## src/rtl/i2c_master_byte.sv

```systemverilog
// I2C master bit/byte engine: one START / STOP / WRITE / READ command at a time, open-drain SCL/SDA.
// Define I2C_STRETCH_EN to let a slave stretch SCL (quarter counter freezes while SCL is held low).
//   state   | meaning
//   IDLE    | waiting for a command, bus lines hold their last level
//   START   | four quarters generating a (repeated) start condition
//   STOP    | four quarters generating a stop condition
//   BIT     | nine bit slots of four quarters each (8 data + ack)
//   DONE    | one-cycle response, next command may be accepted
module i2c_master_byte #(
  parameter int QTR_PERIOD = 125,
  parameter int CNT_W      = 16
) (
  input  logic       clk,
  input  logic       rst,
  input  logic       cmd_valid,
  output logic       cmd_ready,
  input  logic [1:0] cmd,
  input  logic [7:0] wr_data,
  input  logic       rd_nack,
  output logic       rsp_valid,
  output logic [7:0] rd_data,
  output logic       ack_nack,
  output logic       rsp_err,
  output logic       bus_owned,
  input  logic       scl_i,
  output logic       scl_oe,
  input  logic       sda_i,
  output logic       sda_oe
);

  localparam logic [1:0] CMD_START = 2'd0;
  localparam logic [1:0] CMD_STOP  = 2'd1;
  localparam logic [1:0] CMD_WRITE = 2'd2;
  localparam logic [1:0] CMD_READ  = 2'd3;
  localparam logic [CNT_W-1:0] TC  = CNT_W'(QTR_PERIOD - 1);

  typedef enum logic [2:0] {S_IDLE, S_START, S_STOP, S_BIT, S_DONE} state_t;

  state_t           state, state_nxt;
  logic [1:0]       qtr, qtr_nxt;
  logic [CNT_W-1:0] cnt, cnt_nxt;
  logic [3:0]       bit_idx, bit_nxt;
  logic [1:0]       cmd_q, cmd_nxt;
  logic [6:0]       tx, tx_nxt;
  logic [7:0]       rx, rx_nxt;
  logic             nack_q, nack_nxt;
  logic             scl_nxt, sda_nxt, own_nxt, err_nxt, ack_nxt;
  logic [7:0]       rd_nxt;
  logic             accept, stretch, tick;

`ifdef I2C_STRETCH_EN
  // Freeze only once SCL has been released but the line is still low.
  assign stretch = !scl_i && !scl_oe &&
                   (((state == S_BIT) && (qtr == 2'd2)) ||
                    (((state == S_START) || (state == S_STOP)) && (qtr == 2'd1)));
`else
  logic scl_unused;
  assign scl_unused = scl_i;
  assign stretch    = 1'b0;
`endif

  assign cmd_ready = (state == S_IDLE) || (state == S_DONE);
  assign rsp_valid = (state == S_DONE);
  assign accept    = cmd_valid && cmd_ready;
  assign tick      = (cnt == TC) && !stretch;

  always_comb begin
    state_nxt = state;
    qtr_nxt   = qtr;
    cnt_nxt   = cnt;
    bit_nxt   = bit_idx;
    cmd_nxt   = cmd_q;
    tx_nxt    = tx;
    rx_nxt    = rx;
    nack_nxt  = nack_q;
    scl_nxt   = scl_oe;
    sda_nxt   = sda_oe;
    own_nxt   = bus_owned;
    err_nxt   = rsp_err;
    rd_nxt    = rd_data;
    ack_nxt   = ack_nack;

    if ((state == S_START) || (state == S_STOP) || (state == S_BIT)) begin
      if (!stretch) cnt_nxt = tick ? '0 : cnt + CNT_W'(1);
      if (tick) qtr_nxt = qtr + 2'd1;
    end

    case (state)
      S_IDLE, S_DONE: begin
        state_nxt = S_IDLE;
        cnt_nxt   = '0;
        qtr_nxt   = 2'd0;
        bit_nxt   = 4'd0;
        if (accept) begin
          cmd_nxt  = cmd;
          tx_nxt   = wr_data[6:0];
          nack_nxt = rd_nack;
          if ((cmd != CMD_START) && !bus_owned) begin
            // Rejected without touching the bus.
            state_nxt = S_DONE;
            err_nxt   = 1'b1;
          end else if (cmd == CMD_START) begin
            state_nxt = S_START;
            sda_nxt   = 1'b0;
          end else if (cmd == CMD_STOP) begin
            state_nxt = S_STOP;
            scl_nxt   = 1'b1;
            sda_nxt   = 1'b1;
          end else begin
            state_nxt = S_BIT;
            scl_nxt   = 1'b1;
            sda_nxt   = (cmd == CMD_WRITE) ? ~wr_data[7] : 1'b0;
          end
        end
      end
      S_START: begin
        if (tick) begin
          case (qtr)
            2'd0: scl_nxt = 1'b0;
            2'd1: sda_nxt = 1'b1;
            2'd2: scl_nxt = 1'b1;
            default: begin
              own_nxt   = 1'b1;
              err_nxt   = 1'b0;
              state_nxt = S_DONE;
            end
          endcase
        end
      end
      S_STOP: begin
        if (tick) begin
          case (qtr)
            2'd0: scl_nxt = 1'b0;
            2'd1: ;
            2'd2: sda_nxt = 1'b0;
            default: begin
              own_nxt   = 1'b0;
              err_nxt   = 1'b0;
              state_nxt = S_DONE;
            end
          endcase
        end
      end
      S_BIT: begin
        if ((qtr == 2'd3) && (cnt == '0)) begin
          if (bit_idx != 4'd8) rx_nxt = {rx[6:0], sda_i};
          else if (cmd_q == CMD_WRITE) ack_nxt = sda_i;
        end
        if (tick) begin
          if (qtr == 2'd1) scl_nxt = 1'b0;
          if (qtr == 2'd3) begin
            scl_nxt = 1'b1;
            if (bit_idx == 4'd8) begin
              sda_nxt   = 1'b0;
              err_nxt   = 1'b0;
              if (cmd_q == CMD_READ) rd_nxt = rx;
              state_nxt = S_DONE;
            end else begin
              bit_nxt = bit_idx + 4'd1;
              tx_nxt  = {tx[5:0], 1'b0};
              if (bit_idx == 4'd7)
                sda_nxt = (cmd_q == CMD_READ) ? ~nack_q : 1'b0;
              else
                sda_nxt = (cmd_q == CMD_WRITE) ? ~tx[6] : 1'b0;
            end
          end
        end
      end
      default: state_nxt = S_IDLE;
    endcase
  end

  always_ff @(posedge clk or posedge rst) begin
    if (rst) begin
      state     <= S_IDLE;
      qtr       <= 2'd0;
      cnt       <= '0;
      bit_idx   <= 4'd0;
      cmd_q     <= CMD_START;
      tx        <= '0;
      rx        <= '0;
      nack_q    <= 1'b0;
      scl_oe    <= 1'b0;
      sda_oe    <= 1'b0;
      bus_owned <= 1'b0;
      rsp_err   <= 1'b0;
      rd_data   <= '0;
      ack_nack  <= 1'b0;
    end else begin
      state     <= state_nxt;
      qtr       <= qtr_nxt;
      cnt       <= cnt_nxt;
      bit_idx   <= bit_nxt;
      cmd_q     <= cmd_nxt;
      tx        <= tx_nxt;
      rx        <= rx_nxt;
      nack_q    <= nack_nxt;
      scl_oe    <= scl_nxt;
      sda_oe    <= sda_nxt;
      bus_owned <= own_nxt;
      rsp_err   <= err_nxt;
      rd_data   <= rd_nxt;
      ack_nack  <= ack_nxt;
    end
  end

endmodule

```

## config.mk

```make
export PLATFORM = sky130hd
export DESIGN_NAME = i2c_master_byte
export DESIGN_NICKNAME = d
export VERILOG_FILES = /design/src/rtl/i2c_master_byte.sv
export SDC_FILE = /design/constraint.sdc
export NUM_CORES = 1
export LEC_CHECK = 0
export CAP_MARGIN = 40
export CORE_UTILIZATION = 40
export CTS_CLUSTER_SIZE = 16
export DETAILED_ROUTE_END_ITERATION = 8
export PLACE_DENSITY_LB_ADDON = 0.2
export SYNTH_ARGS = -nofsm -noshare
export SYNTH_HDL_FRONTEND = slang
export SYNTH_SLANG_ARGS = --single-unit
```

## constraint.sdc

```tcl
create_clock -name clk -period 2.5 [get_ports clk]
set_clock_uncertainty 0.1 [all_clocks]
set_input_delay 0.5 -clock clk [delete_from_list [all_inputs] [get_ports clk]]
set_output_delay 0.5 -clock clk [all_outputs]
set_load 0.02 [all_outputs]
```

After elaboration in Yosys (flattened, before gate mapping)
Index checks and enable logic that the tools add are counted.
{"block": "totals", "register_bits": 56, "input_bits": 16, "out_inout_bits": 15, "wordCells": 151}
{"block": "op_classes", "addsub": 3, "n_eq_ne": 34, "muxes": 63, "n_bitwise": 4, "reduce_logical": 33}
{"operator": "16-bit 2-to-1 mux", "count": 3}
{"operator": "1-bit 2-to-1 mux", "count": 34}
{"operator": "7-bit 2-to-1 mux", "count": 4}
{"operator": "2-bit inequality test (second input constant)", "count": 11}
{"operator": "3-bit 2-to-1 mux", "count": 7}
{"operator": "5-bit AND reduction", "count": 4}
{"operator": "16-bit by 1-bit adder with 16-bit output (second input constant)", "count": 1}
{"operator": "16-bit by 7-bit == test with 1-bit output (second input constant)", "count": 1}
{"operator": "16-bit zero test", "count": 1}
{"operator": "7-bit case mux with 2 select lines", "count": 1}
{"operator": "4-bit 2-to-1 mux", "count": 3}
{"operator": "2-bit by 1-bit inequality test with 1-bit output (second input constant)", "count": 6}
{"operator": "2-bit == test (second input constant)", "count": 5}
{"operator": "10-bit AND reduction", "count": 1}
{"operator": "2-bit nonzero test", "count": 5}
{"operator": "3-bit case mux with 3 select lines", "count": 1}
{"operator": "9-bit AND reduction", "count": 1}
{"operator": "2-bit 2-to-1 mux", "count": 4}
{"operator": "1-bit case mux with 4 select lines", "count": 2}
{"operator": "4-bit case mux with 2 select lines", "count": 1}
{"operator": "4-bit AND reduction", "count": 2}
{"operator": "8-bit AND reduction", "count": 1}
{"operator": "3-bit by 2-bit == test with 1-bit output (second input constant)", "count": 2}
{"operator": "3-bit by 1-bit inequality test with 1-bit output (second input constant)", "count": 2}
{"operator": "22 further kinds", "count": 34}

Logic depth before layout (Yosys ltp)
{"block": "logic_depth", "word_depth": 7, "depth_mapped": 8, "mapped_depth_nobuf": 7}

Worst setup path before layout
No wires, ideal clock.
{"block": "synth_path", "path_type": "register to register", "startpoint": "register cnt[7]", "endpoint": "register sda_oe", "setup_ns": 0.125, "arrival_time_ns": 1.981, "t_required_ns": 2.275, "setup_slack_ns": 0.294, "path_stages_with_launch": 7, "n_path_buf": 1, "period_less_slack_ns": 2.206, "path_cell_list": "dfrtp_1 -> or4_4 -> nor4_2 -> buf_4 -> o21ai_1 -> a21oi_1 -> mux2_2"}
{"block": "synth_via", "elab_chain_cells": 3, "elab_cells_between_ends": 5, "classes_between": "4 x eq/ne; 1 x reduce/logical"}
{"element": "from (decl)", "line_no": "41", "rtl": "logic [CNT_W-1:0] cnt, cnt_nxt;"}
{"element": "from (signal assigned)", "line_no": "192", "rtl": "cnt <= cnt_nxt;"}
{"element": "16-bit by 7-bit == test with 1-bit output (*)", "line_no": "65", "rtl": "assign tick = (cnt == TC) && !stretch;"}
{"element": "2-bit inequality test (no line)"}
{"element": "9-bit AND reduction (no line) (*)"}
{"element": "to (signal assigned)", "line_no": "199", "rtl": "sda_oe <= sda_nxt;"}
{"element": "to (decl)", "line_no": "28", "rtl": "output logic sda_oe"}
Mark *: on every way between the ends. The rest lies on a longest branch, timed or not.
A chain may end at the register's enable or synchronous reset.

Worst setup path in the final report
{"block": "layout_path", "startpoint": "register cnt[12]", "endpoint": "register sda_oe"}
Same word-level chain as after synthesis.

==> run_results.csv <==
group,metric,value,unit
synth,syn_nets,310,
detailed_routing,top_layer,"met4",
detailed_routing,drc,0,
timing,tns,0,ns
clocking,numClockSinks,56,
timing,max_slew_margin,0.5832,
place,place_congestion,0.7974,
detailed_routing,antenna_left,0,
synth,async_reset_ff_frac,1.000,
layout,finalNonFillerCells,420,
worst_setup_path,cp.required,2.60,ns
clocking,cts_hold_buf,0,
synth,syn_inst,286,
worst_setup_path,cp_max_fo,8,
timing,finalHoldViolCount,0,
hold_path,min_path_type,"reg -> reg",
place,io_buffers,29,
worst_setup_path,endpoint_kind,"register",
timing,fmax,420.4,MHz
power_and_ir_drop,max-vdd-ir-drop,0.2922,mV
timing,finalCritPeriodShare,0.9515,
global_route,grt_pass1_wl,9687,um
worst_setup_path,critical_path_class,"reg -> reg",
timing,worst_pin_slew,0.6229,ns
timing,drv_slew,0,
synth,ys_ff_latch,56,
floorplan,pin_count,31,
detailed_routing,wl_met2,2500,um
detailed_routing,drt_iter0_markers,103,
run,maxCapViolations,0,
timing,rsz0062_at_grt,"false",
global_route,grt_max_degree,35,
detailed_routing,wl_met1,2850,um
detailed_routing,firstDrtPassIters,4,
worst_setup_path,path_cells,"or4_4 -> nor4_2 -> buf_4 -> o21ai_1 -> a21oi_1 -> mux2_2",
clocking,root_buffer,"clkbuf_8",
power_and_ir_drop,finalPower,2.347,mW
synth,synth_edf_count,0,
global_route,overflow,0,
status,outcome,"completed",
detailed_routing,met3_length,206,um
power_and_ir_drop,power_density,671.9,nW/um^2
synth,ys_warn_count,0,
global_route,grt_pass1_vias,2046,
worst_setup_path,slowest_stage,"or4_4",
floorplan,die_x,87.79,um
synth,synth.cell_area,2944,um^2
layout,drive_gt1_frac,0.1821,
floorplan,die_h,87.79,um
synth,synth_area_per_cell,10.29,um^2
floorplan,core.rowCount,30,
detailed_routing,routed_wirelength,5624,um
synth,ys_seq_area_frac,0.4760,
global_route,antenna_found_initial,0,
clocking,post_cts_resized,0,
power_and_ir_drop,leakage,1.569,nW
clocking,clock_latency,0.30,ns
clocking,cts_max_level,2,
floorplan,die_area,7707,um^2
clocking,path_clk_slew,0.11,ns
timing,finalCriticalPeriod,2.379,ns
synth,ys.flop_type,"dfrtp_1",
clocking,cts_buffers,5,
floorplan,start_util,0.4240,
clocking,cts_buffer_depth,2,
clocking,tritoncts,"yes",
worst_setup_path,critical-path-max-stage-delay,0.57,ns
layout,final_cell_mix,"56 x dfrtp_1, 34 x nor2_1, 31 x nand2_1",
place,dp_hpwl,4049,um
layout,diodes,0,
floorplan,core-area,6944,um^2
layout,fin_nets,347,
place,placed_cells,412,
synth,yosysUniqueCellTypes,54,
detailed_routing,vias_per_cell,5.107,
worst_setup_path,startpoint_type,"register",
layout,layout_commonest_cell,"dfrtp_1",
timing,setup_viol,0,
worst_setup_path,worst_ep_arrival_time,2.48,ns
detailed_routing,vias,2145,
detailed_routing,wl_per_cell,13.39,um
layout,syn_to_final_growth,18.66,%
clocking,postCtsSetupBuffers,0,
global_route,track_usage,0.1604,
==> state kept, by name, summed over array words and instances, names as in the netlist, 2 cells and up <==
register,flops
cnt,16
qtr,2
rd_data,8
rx,8
cmd_q,2
state,3
bit_idx,4
tx,7
==> cell type report <==
cell class                      instances  area (um^2)
Fill cell                             672         3451
Multi-Input combinational cell        209         1451
Timing Repair Buffer                   41        392.9
Sequential cell                        56         1401
Clock inverter                          3        21.27
Clock buffer                            5        68.82
Tap cell                               96        120.1
Inverter                               10        37.54
==> per-layer routing <==
layer	vias to the layer above	track usage
met4	0	0.04918
met5	-	0
met3	6	0.02451
met2	40	0.2600
li1	1057	-
met1	1042	0.2216
==> logic make-up after synthesis <==
family | Yosys count | synth area share
fa+ha+maj | 8 | 0.03400
compound gates | 32 | 0.07225
mux | 28 | 0.1164
simple gates | 123 | 0.2168
buf+inv | 21 | 0.03103
xor+xnor | 18 | 0.05355
flops | 56 | 0.4760
==> stage by stage <==
step	area, um^2	worst slack [ns]	hold slack [ns]	util
after floorplan	2944	0.2938	0.3584	-
after global placement	3403	0.1436	0.3726	0.4901
after detailed placement	3403	0.1441	0.3824	0.4901
after CTS	3493	0.09690	0.4118	0.5031
after global routing	3493	0.001588	0.4250	0.5031
final	3493	0.1212	0.4040	0.5031
==> Yosys cell counts, types with 2 or more instances <==
master,instances,share of area
a21oi_1,6,0.010
a31oi_1,2,0.0042
and2_1,6,0.013
and3_1,4,0.0085
clkbuf_1,7,0.0089
dfrtp_1,56,0.48
ha_1,8,0.034
inv_1,10,0.013
mux2_2,17,0.065
mux2_4,8,0.041
mux2i_1,2,0.0068
nand2_1,31,0.040
nand2b_1,4,0.0085
nand3_1,8,0.014
nand3b_1,4,0.010
nand4_1,5,0.011
nor2_1,34,0.043
nor2b_1,3,0.0064
nor3_1,9,0.015
nor4_2,2,0.0085
o21ai_0,8,0.014
o21ai_2,2,0.0060
o22ai_1,2,0.0042
or4_4,2,0.0076
xnor2_1,9,0.027
xor2_1,9,0.027
==> worst paths after layout <==
kind / start / to / slack [ns] / cells after the start
max: cnt[12] / sda_oe / 0.12 / 6
min: rd_data[7] / rd_data[7] / 0.40 / 1
max reg2reg: cnt[12] / sda_oe / 0.12 / 6
min reg2reg: rd_data[7] / rd_data[7] / 0.40 / 1
max in group asynchronous: rst / bus_owned / 1.30 / 3
min in group asynchronous: rst / rd_data[4] / 0.43 / 2
==> worst max-delay path, delay by kind of cell (launching register included) <==
family	cells	cell delay, ns
AOI/OAI and AO/OA	2	0.25
buffers and inverters	1	0.22
DFF	1	0.45
muxes	1	0.34
and+or+nand+nor	2	0.91
==> power breakdown <==
group | internal [mW] | leakage [nW] | switching [mW]
logic | 0.345 | 0.780 | 0.366
clock network | 0.200 | 0.0445 | 0.312
registers | 1.03 | 0.745 | 0.0939
total | 1.58 | 1.57 | 0.771
(Power assumes the default switching activity.)
